[src/rtl/uart_rx_if.sv]
`default_nettype none
// ============================================================================
//  Module      : uart_rx_if
//  Description : Bundle of the serial input line and the received-byte
//                outputs of uart_rx.
//                  rx        : serial line, idles high (8N1, LSB first)
//                  rx_data   : last correctly framed byte
//                  rx_done   : one-clk pulse, valid with rx_data
//                  frame_err : one-clk pulse when the stop bit samples low
//                  busy      : receiver is inside a frame or a break
//                slave  modport : the receiver itself
//                master modport : line driver / byte consumer
//  Revision    : 1.0 - initial release
// ============================================================================
interface uart_rx_if;
  logic       rx;
  logic [7:0] rx_data;
  logic       rx_done;
  logic       frame_err;
  logic       busy;

  modport slave  (input  rx, output rx_data, output rx_done, output frame_err, output busy);
  modport master (output rx, input  rx_data, input  rx_done, input  frame_err, input  busy);
endinterface
`default_nettype wire

[src/rtl/uart_rx.sv]
`default_nettype none
// ============================================================================
//  Module      : uart_rx
//  Description : 8N1 UART receiver with 16x oversampling. The serial line is
//                synchronized, the start bit is validated at its centre, the
//                data bits and the stop bit are sampled at their centres.
//                A low stop bit reports a framing error and the receiver then
//                waits for the line to return high before re-arming.
//  Ports       : clk  - system clock, rising edge
//                rst  - synchronous active-high reset
//                bus  - uart_rx_if.slave (rx in; rx_data, rx_done,
//                       frame_err, busy out)
//  Parameters  : TICK_DIV - clk cycles per 1/16-bit oversample tick
//  Revision    : 1.0 - initial release
// ============================================================================
module uart_rx #(
  parameter int unsigned TICK_DIV = 651
) (
  input wire        clk,
  input wire        rst,
  uart_rx_if.slave  bus
);

  localparam int unsigned              c_TICK_W   = (TICK_DIV > 1) ? $clog2(TICK_DIV) : 1;
  localparam logic [c_TICK_W-1:0]      c_TICK_MAX = c_TICK_W'(TICK_DIV - 1);
  localparam logic [c_TICK_W-1:0]      c_TICK_ONE = c_TICK_W'(1);

  typedef enum logic [2:0] {
    ST_IDLE  = 3'd0,
    ST_START = 3'd1,
    ST_DATA  = 3'd2,
    ST_STOP  = 3'd3,
    ST_BREAK = 3'd4
  } state_t;

  // Synchronizer
  logic r_rx_meta;
  logic r_rx_s;

  // Oversample tick generator
  logic [c_TICK_W-1:0] r_tick_cnt;
  logic                w_tick;
  logic                w_tick_clr;

  // FSM and datapath
  state_t     r_state,      w_state_nxt;
  logic [3:0] r_sample_cnt, w_sample_nxt;
  logic [2:0] r_bit_idx,    w_bit_nxt;
  logic [7:0] r_shift,      w_shift_nxt;
  logic [7:0] r_rx_data,    w_data_nxt;
  logic       r_rx_done,    w_done_nxt;
  logic       r_frame_err,  w_err_nxt;

  // The synchronizer idles high so that reset never looks like a start bit.
  always_ff @(posedge clk) begin
    if (rst) begin
      r_rx_meta <= 1'b1;
      r_rx_s    <= 1'b1;
    end else begin
      r_rx_meta <= bus.rx;
      r_rx_s    <= r_rx_meta;
    end
  end

  assign w_tick = (r_tick_cnt == c_TICK_MAX);

  // Free-running divider, restarted on a detected falling edge so the
  // sample points land at fixed offsets from the start of the start bit.
  always_ff @(posedge clk) begin
    if (rst) begin
      r_tick_cnt <= '0;
    end else if (w_tick_clr || w_tick) begin
      r_tick_cnt <= '0;
    end else begin
      r_tick_cnt <= r_tick_cnt + c_TICK_ONE;
    end
  end

  always_ff @(posedge clk) begin
    if (rst) begin
      r_state      <= ST_IDLE;
      r_sample_cnt <= 4'd0;
      r_bit_idx    <= 3'd0;
      r_shift      <= 8'h00;
      r_rx_data    <= 8'h00;
      r_rx_done    <= 1'b0;
      r_frame_err  <= 1'b0;
    end else begin
      r_state      <= w_state_nxt;
      r_sample_cnt <= w_sample_nxt;
      r_bit_idx    <= w_bit_nxt;
      r_shift      <= w_shift_nxt;
      r_rx_data    <= w_data_nxt;
      r_rx_done    <= w_done_nxt;
      r_frame_err  <= w_err_nxt;
    end
  end

  always_comb begin
    w_state_nxt  = r_state;
    w_sample_nxt = r_sample_cnt;
    w_bit_nxt    = r_bit_idx;
    w_shift_nxt  = r_shift;
    w_data_nxt   = r_rx_data;
    w_done_nxt   = 1'b0;
    w_err_nxt    = 1'b0;
    w_tick_clr   = 1'b0;

    case (r_state)
      ST_IDLE: begin
        if (!r_rx_s) begin
          w_state_nxt  = ST_START;
          w_sample_nxt = 4'd0;
          w_tick_clr   = 1'b1;
        end
      end

      // Start bit is re-checked half a bit in; a high line there was a glitch.
      ST_START: begin
        if (w_tick) begin
          if (r_sample_cnt == 4'd7) begin
            w_sample_nxt = 4'd0;
            if (!r_rx_s) begin
              w_state_nxt = ST_DATA;
              w_bit_nxt   = 3'd0;
            end else begin
              w_state_nxt = ST_IDLE;
            end
          end else begin
            w_sample_nxt = r_sample_cnt + 4'd1;
          end
        end
      end

      // LSB arrives first, so shifting right leaves bit 0 in place after 8.
      ST_DATA: begin
        if (w_tick) begin
          if (r_sample_cnt == 4'd15) begin
            w_sample_nxt = 4'd0;
            w_shift_nxt  = {r_rx_s, r_shift[7:1]};
            w_bit_nxt    = r_bit_idx + 3'd1;
            if (r_bit_idx == 3'd7) begin
              w_state_nxt = ST_STOP;
            end
          end else begin
            w_sample_nxt = r_sample_cnt + 4'd1;
          end
        end
      end

      ST_STOP: begin
        if (w_tick) begin
          if (r_sample_cnt == 4'd15) begin
            w_sample_nxt = 4'd0;
            if (r_rx_s) begin
              w_data_nxt  = r_shift;
              w_done_nxt  = 1'b1;
              w_state_nxt = ST_IDLE;
            end else begin
              w_err_nxt   = 1'b1;
              w_state_nxt = ST_BREAK;
            end
          end else begin
            w_sample_nxt = r_sample_cnt + 4'd1;
          end
        end
      end

      // A held-low line after a bad stop bit is a break, not a new start bit.
      ST_BREAK: begin
        if (r_rx_s) begin
          w_state_nxt = ST_IDLE;
        end
      end

      default: begin
        w_state_nxt = ST_IDLE;
      end
    endcase
  end

  assign bus.rx_data   = r_rx_data;
  assign bus.rx_done   = r_rx_done;
  assign bus.frame_err = r_frame_err;
  assign bus.busy      = (r_state != ST_IDLE);

endmodule
`default_nettype wire

[src/flat_wrapper.sv]
// flat-port wrapper written by rule: the top's interface ports become plain ports
module uart_rx_flat 
#(
  parameter int unsigned TICK_DIV = 651
)
  (clk, rst, bus_rx, bus_rx_data, bus_rx_done, bus_frame_err, bus_busy);
  uart_rx_if bus_i ();
  input wire clk;
  input wire rst;
  input wire logic [$bits(bus_i.rx)-1:0] bus_rx;
  output wire logic [$bits(bus_i.rx_data)-1:0] bus_rx_data;
  output wire logic [$bits(bus_i.rx_done)-1:0] bus_rx_done;
  output wire logic [$bits(bus_i.frame_err)-1:0] bus_frame_err;
  output wire logic [$bits(bus_i.busy)-1:0] bus_busy;
  assign bus_i.rx = bus_rx;
  assign bus_rx_data = bus_i.rx_data;
  assign bus_rx_done = bus_i.rx_done;
  assign bus_frame_err = bus_i.frame_err;
  assign bus_busy = bus_i.busy;
  uart_rx #(.TICK_DIV(TICK_DIV)) u_core (.clk(clk), .rst(rst), .bus(bus_i));
endmodule
[config.mk]
export PLATFORM = sky130hd
export DESIGN_NAME = uart_rx_flat
export DESIGN_NICKNAME = d
export VERILOG_FILES = /design/src/rtl/uart_rx_if.sv /design/src/rtl/uart_rx.sv /design/src/flat_wrapper.sv
export SDC_FILE = /design/constraint.sdc
export NUM_CORES = 1
export LEC_CHECK = 0
export CAP_MARGIN = 20
export CORE_ASPECT_RATIO = 0.7
export CORE_UTILIZATION = 25
export DETAILED_ROUTE_END_ITERATION = 12
export SLEW_MARGIN = 20
export SYNTH_ARGS = -nofsm -noshare
export SYNTH_HDL_FRONTEND = slang
export SYNTH_SLANG_ARGS = --single-unit
[constraint.sdc]
create_clock -name clk -period 2.3 [get_ports clk]
set_input_delay 0.46 -clock clk [delete_from_list [all_inputs] [get_ports clk]]
set_output_delay 0.46 -clock clk [all_outputs]
set_load 0.005 [all_outputs]
Yosys cells after proc, flatten, opt, wreduce, memory -nomap -nowiden
Cells that the tools add are included.

storage, ports and cells
  register bits = 40
  word-level logic and storage cells = 75
  bits of input ports = 3

operators by class
  eq/ne operators = 19
  reductions and logical operators = 13
  bitwise logic cells = 3
  mux-type cells = 27
  add/sub/neg operators = 3

operators with widths
  operator                 count
  $mux W3                  15
  $mux W4                  5
  $ne A2 B1 Y1 const B     9
  $pmux W3 S5              1
  $pmux W4 S3              1
  $add A10 B1 Y10 const B  1
  $eq A10 B10 Y1 const B   1
  $reduce_and A9 Y1        1
  $reduce_and A4 Y1        2
  $eq A3 B2 Y1 const B     2
  $eq A3 B3 Y1 const B     2
  $pmux W3 S2              1
  $reduce_and A6 Y1        1
  $reduce_bool A3 Y1       2
  $add A4 B1 Y4 const B    1
  $eq A4 B3 Y1 const B     1
  $eq A4 B4 Y1 const B     1
  $ne A2 B2 Y1 const B     2
  $reduce_or A2 Y1         2
  $reduce_or A4 Y1         1
  $add A3 B1 Y3 const B    1
  $eq A3 B1 Y1 const B     1
  $logic_not A3 Y1         1
  $mux W1                  3
  5 further kinds          7

Logic depth before layout (Yosys ltp)
Gate-level depths: netlist (run 1).

  depth after elaboration = 5
  depth in mapped cells = 8

Least setup slack after synthesis (run 1)
No wires, ideal clock.

  path type = register to register
  start = register u_core.r_tick_cnt[5]
  end = register u_core.r_bit_idx[0]
  path buffers = 0
  cell stages (with the launch flop) = 5
  required time = 2.177 ns
  data arrival time = 1.928 ns
  slack = 0.249 ns
  path through = dfxtp_1 or4b_4 or3_4 nor4_4 mux2_1

between the ends
  word-level cells in the longest chain between the ends = 3
  elaborated cells on any way between the ends = 4

ends and longest elaborated chain
  element                                 line           text
  start: declaration                      uart_rx.sv:41  logic [c_TICK_W-1:0] r_tick_cnt;
  start signal: assignment                uart_rx.sv:75  r_tick_cnt <= r_tick_cnt + c_TICK_ONE;
  $eq A10 B10 Y1 (*)                      uart_rx.sv:65  assign w_tick = (r_tick_cnt == c_TICK_MAX);
  $ne A2 B1 Y1 (no source line)           -
  $reduce_and A6 Y1 (no source line) (*)  -
  end signal: assignment                  uart_rx.sv:91  r_bit_idx <= w_bit_nxt;
  end: declaration                        uart_rx.sv:48  logic [2:0] r_bit_idx, w_bit_nxt;

Mark *: on every way between the ends. The rest lies on a longest branch, timed or not.
A chain may end at the register's enable or synchronous reset.

Worst setup path after layout (run 1)
  start = register u_core.r_tick_cnt[5]
  end = register u_core.r_tick_cnt[2]

between the ends
  word-level cells in the longest chain between the ends = 3

ends and longest elaborated chain
  element                            line           text
  $eq A10 B10 Y1                     uart_rx.sv:65
  $logic_or A1 B1 Y1                 uart_rx.sv:72  end else if (w_tick_clr || w_tick) begin
  $reduce_or A2 Y1 (no source line)  -

Every way passes these cells.

==> out/metrics.yaml, run 1 <==
run_status:
  outcome: "finished clean"
synth:
  synth_common_cells: "dfxtp_1 (40), nand3_1 (26), a21oi_1 (19), nor2_1 (17), o21ai_0 (16)"
  synth_cells: 215
  synth_warnings: 0
  synthArstFlopShare: 0
  syn_avg_cell_area_um2: 8.57
  netlist_area_um2: 1840
  synth_nets: 223
  synth_edf_count: 0
  ys_ff_latch: 40
  synth.distinct_cells: 40
  ys_top_cells_by_area: "dfxtp_1 (43%), nand3_1 (7.1%), a21oi_1 (5.2%)"
  synth.most_common_cell: "dfxtp_1"
  yosysTopAreaCellShare: 0.434
  synth_flop_cell: "dfxtp_1"
  ys_seq_area_frac: 0.434
  yosysTopAreaCell: "dfxtp_1"
drt:
  drtIter0Drc: 57
  routed_via_density: 4.70
  ant_nets: 0
  drcViolationCount: 0
  wirelength_um: 3680
  wl_per_cell_um: 11.5
  first_pass_iters: 4
  vias: 1510
layout:
  stdcell_count: 321
  area_delta_synth_final_pct: 19.2
  ff_latch_area_um2: 801
  nets: 234
  drive_gt1_frac: 0.110
  fin_util: 0.316
  multi_input_area_um2: 977
  antenna_cells: 0
  n_fill_cell: 744
  fin_area_um2: 2200
sta:
  fin_setup_tns_ns: 0
  maxSlewHeadroom: 0.687
  fmax_mhz: 487
  slew_violations: 0
  rsz0062_at_grt: "no"
  period_minus_slack_ns: 2.05
  finClkSkew_ns: 0.00831
  setup_violations: 0
  finalCritPeriodShare: 0.893
  tightest_slew_ns: 0.467
  hold_viol: 0
die:
  initial_core_util: 0.265
  dieArea_um2: 7720
  coreArea_um2: 6940
  pin_count: 14
  die_h_um: 73.8
  dieWidth_um: 105
  rows: 25
worst_setup_path:
  crit_type: "reg2reg"
  crit_fanout: 19
  slowest_stage: "or4b_4"
  cp_slowest_stage_delay_ns: 0.56
  endpoint_kind: "flip-flop"
  cp_data_arrival_time_ns: 2.22
  startpoint_type: "flip-flop"
  required_ns: 2.47
  path_cells: "or4b_4, or3_4, buf_4, nand3_1, nor2_1"
grt:
  grt_max_degree: 28
  overflow: 0
  grt_pass1_vias: 1325
  grt.total_usage: 0.106
  antenna_found_initial: 0
  grt_pass1_wl_um: 6460
min_path:
  hold_path_class: "reg2reg"
pwr:
  p_leak_uw: 0.000713
  ir_worst_vdd_v: 0.000404
  power.density_nw_per_um2: 613
  p_total_uw: 1350
clock_tree:
  clockBufferDepth: 2
  cts_setup_buffers: 0
  cts_tree: "done"
  cts_hold_buffers: 0
  cts_max_level: 2
  insertion_delay_ns: 0.29
  cts.clk_slew.worst_paths_ns: 0.08
  cts-root-buf: "clkbuf_8"
  cts_buffers: 5
  cts_sinks: 40
  cts.repair.resized: 0
run:
  max_cap_violations: 0
placement:
  dp.cells: 313
  dp_hpwl_um: 2580
  port_buffers: 13
  dpl_cell_area_um2: 2080
  gp_congestion: 0.774
metrics by stage:
stage                     hold WS (ns)  setup WS, ns
after floorplan                  0.389         0.249
after global placement           0.391         0.271
after detailed placement         0.394         0.237
after CTS                        0.416         0.224
after global routing             0.445         0.118
final                            0.413         0.247
worst paths after layout:
path                                   startpoint                              end  slack, ns  cells past startpoint
setup / recovery  u_core.r_tick_cnt[5]$_SDFF_PP0_  u_core.r_tick_cnt[2]$_SDFF_PP0_       0.25                      5
hold / removal        u_core.r_rx_meta$_SDFF_PP1_         u_core.r_rx_s$_SDFF_PP1_       0.41                      1
setup reg to reg  u_core.r_tick_cnt[5]$_SDFF_PP0_  u_core.r_tick_cnt[2]$_SDFF_PP0_       0.25                      5
hold reg to reg       u_core.r_rx_meta$_SDFF_PP1_         u_core.r_rx_s$_SDFF_PP1_       0.41                      1
area by class of cell:
type,instances,area share
clock buffers,5,0.0313
clock inverters,3,0.0211
inverters,3,0.00513
multi-input cells,157,0.445
flip-flops and latches,40,0.364
well taps,94,0.0535
repair buffers,19,0.0797
cells in the final DEF, fill, tap and decap left out, types with 3 or more instances in the layout:
master and n:
a21oi_1 19, and4_1 4, buf_4 6, clkbuf_8 5
clkdlybuf4s50_1 13, dfxtp_1 40, ha_1 5, inv_1 3
mux2i_1 4, nand2_1 12, nand3_1 26, nand3b_1 3
nand4_1 7, nor2_1 17, nor3_1 4, o21ai_0 16
o21ai_1 3, or2_2 3, or3b_2 3, xnor2_1 5
xor2_1 6
registers in the layout, indices dropped and copies added, names as in the netlist:
signal / cells
u_core.r_state: 3
u_core.r_bit_idx: 3
u_core.r_tick_cnt: 10
u_core.r_rx_s: 1
u_core.bus.rx_data: 8
u_core.r_sample_cnt: 4
u_core.bus.frame_err: 1
u_core.r_rx_meta: 1
u_core.bus.rx_done: 1
u_core.r_shift: 8
cells by family (layout without fill, tap and decap cells):
| group | Yosys count | count (layout) | synth area share |
|---|---|---|---|
| buffers and inverters | 18 | 30 | 0.0380 |
| xor gates and xnor gates | 11 | 11 | 0.0523 |
| muxes | 5 | 5 | 0.0278 |
| DFF | 40 | 40 | 0.434 |
| and+or+nand+nor | 89 | 89 | 0.270 |
| adders and majority gates | 5 | 5 | 0.0339 |
| AOI/OAI and AO/OA | 47 | 47 | 0.143 |
power breakdown:
part | switching [uW] | internal [uW] | total (uW) | leakage, uW
Combinational | 30.8 | 19.6 | 50.4 | 0.000335
Clock | 262 | 327 | 589 | 0.0000548
Sequential | 7.95 | 699 | 707 | 0.000323
critical path: cells and delay by family (launching register included):
family / cells / cell delay [ns]
and+or+nand+nor: 4 / 1.37
DFF: 1 / 0.35
buffers and inverters: 1 / 0.21
routing by layer:
metal / part of all wire / global-route usage / up-vias
li1: - / - / 794
met3: 0.052 / 0.0319 / 2
met2: 0.42 / 0.157 / 30
met1: 0.53 / 0.148 / 684
met5: 0 / 0 / -
met4: 0.0038 / 0.0282 / 0
(Power assumes the default switching activity.)
==> run 2, diff against run 1 <==
Clock period 2.3 ns to 1.8 ns, I/O delays scaled along.
==> out/metrics.yaml, run 2 (same netlist as run 1, synthesis figures left out) <==
pwr:
  seq_power_share: 0.515
  ir_worst_vdd_v: 0.000295
  swShare: 0.226
  pwr-share-clk: 0.433
  p_leak_uw: 0.000888
  p_total_uw: 1740
  switchingPower_uw: 394
  power.density_nw_per_um2: 701
  p_int_uw: 1350
  pwr-share-comb: 0.052
clock_tree:
  cts-root-buf: "clkbuf_8"
  cts_sinks: 40
  cts.clk_slew.worst_paths_ns: 0.09
  cts_max_level: 2
  insertion_delay_ns: 0.29
  cts_hold_buffers: 0
  cts_tree: "done"
  clockBufferDepth: 2
  cts_buffers: 5
layout:
  antenna_cells: 0
  area_delta_synth_final_pct: 34.9
  layout_common_cells: "dfxtp_1 (34), buf_4 (29), nand3_1 (23)"
  largest-register: "u_core.r_tick_cnt"
  final_common_cell: "dfxtp_1"
  largest_register_ffs: 10
  stdcell_count: 347
  drive_gt1_frac: 0.273
  nets: 260
  fin_area_um2: 2490
die:
  dieWidth_um: 105
  dieArea_um2: 7720
  pin_count: 14
  rows: 25
  coreArea_um2: 6940
  initial_core_util: 0.265
  die_h_um: 73.8
sta:
  rsz0062_at_grt: "yes"
  maxSlewHeadroom: 0.756
  finalCritPeriodShare: 1.03
  hold_viol: 0
  fmax_mhz: 540
  period_minus_slack_ns: 1.85
  setup_violations: 6
  finClkSkew_ns: 0.00844
  slew_violations: 0
  layout_setup_ws_ns: -0.0524
  tightest_slew_ns: 0.366
drt:
  drtIter0Drc: 72
  vias: 1667
  first_pass_iters: 4
  drcViolationCount: 0
  wl_per_cell_um: 12.1
  routed_via_density: 4.80
  wirelength_um: 4220
  ant_nets: 0
worst_setup_path:
  required_ns: 1.98
  cp_data_arrival_time_ns: 2.03
  r2r_slack_ns: -0.05
  crit_fanout: 3
  r2r_end: "u_core.r_bit_idx[0]$_SDFFE_PP0P_"
  startpoint_type: "flip-flop"
  r2r-start: "u_core.r_tick_cnt[8]$_SDFF_PP0_"
  cp-startpoint: "u_core.r_tick_cnt[8]$_SDFF_PP0_"
  endpoint_kind: "flip-flop"
  reg2reg_depth: 4
  crit_type: "reg2reg"
placement:
  dp_hpwl_um: 2900
  dpl_cell_area_um2: 2270
  dp.cells: 334
  port_buffers: 13
  dp_worst_setup_slack_ns: -0.0551
  gp_congestion: 0.767
min_path:
  hold_path_depth: 1
  hold_end: "u_core.r_rx_s$_SDFF_PP1_"
  hold_path_class: "reg2reg"
  holdCritStartpoint: "u_core.r_rx_meta$_SDFF_PP1_"
grt:
  grt_pass1_vias: 1537
  antenna_found_initial: 0
  grt_pass1_wl_um: 7090
  grt.total_usage: 0.116
  grt_max_degree: 18
  overflow: 0
run_status:
  violations: "negative setup slack"
  outcome: "finished with violations"
run:
  max_cap_violations: 0
## run 2: changes by cell type in the layout (fill, tap and decap cells not counted), moves of 3 or more
cell     before  now
o21ai_0      16    9
a21oi_1      19   16
buf_4         6   29
a21oi_2       0    3
o21ai_1       3    9
nand3_2       0    3
dfxtp_2       0    4
nand3_1      26   23
dfxtp_1      40   34
## run 2: worst max-delay path by stage
stage               depth (start not counted)                               end
finish                                      4  u_core.r_bit_idx[0]$_SDFFE_PP0P_
global route                                4  u_core.r_bit_idx[0]$_SDFFE_PP0P_
CTS                                         4  u_core.r_bit_idx[0]$_SDFFE_PP0P_
detailed placement                          4  u_core.r_bit_idx[0]$_SDFFE_PP0P_
global placement                            4  u_core.r_bit_idx[0]$_SDFFE_PP0P_
floorplan                                   4  u_core.r_bit_idx[0]$_SDFFE_PP0P_
## run 2: power groups by stage
stage	Combinational [uW]	Sequential, uW	Clock [uW]
2_1_floorplan	46.1	921	0
3_3_place_gp	82.9	923	0
3_5_place_dp	83.2	923	0
4_1_cts	87.7	898	780
5_1_grt	99.5	899	824
6_report	90.0	898	755
## run 2: area by class of cell
cell class	instances	area, um^2
fill	736	4460
multi-input combinational	157	1040
sequential	40	813
timing repair buffer	45	389
tap	94	118
clock buffer	5	68.8
clock inverter	3	46.3
inverter	3	11.3
## run 2: worst max-delay path: stages (launching register included)
cell and delay [ns]:
dfxtp_2 0.33, or4b_4 0.54, or3_4 0.37, nor4_4 0.17, mux2_1 0.34
## run 2: repair_timing
action / in CTS / in global routing
endpoints found under the setup margin: 13 / 26
gates resized for setup: 10 / 18
setup buffers: 2 / 2
pin swaps: 1 / 4
cloned: 0 / 1
## run 2: stage by stage
stage | utilization | hold WS (ns) | TNS, ns
3_3_place_gp | 0.326 | 0.393 | -0.0184
5_1_grt | 0.358 | 0.439 | -1.00
4_1_cts | 0.348 | 0.425 | -0.153
2_1_floorplan | - | 0.389 | -0.608
3_5_place_dp | 0.326 | 0.403 | -0.108
6_report | 0.358 | 0.420 | -0.0900
## run 2: layer usage
layer | global-route usage | up-vias | part of all wire
met5 | 0 | - | 0
met4 | 0.0344 | 0 | 0.0078
met3 | 0.0302 | 5 | 0.044
met2 | 0.181 | 36 | 0.43
met1 | 0.159 | 783 | 0.52
li1 | - | 843 | -
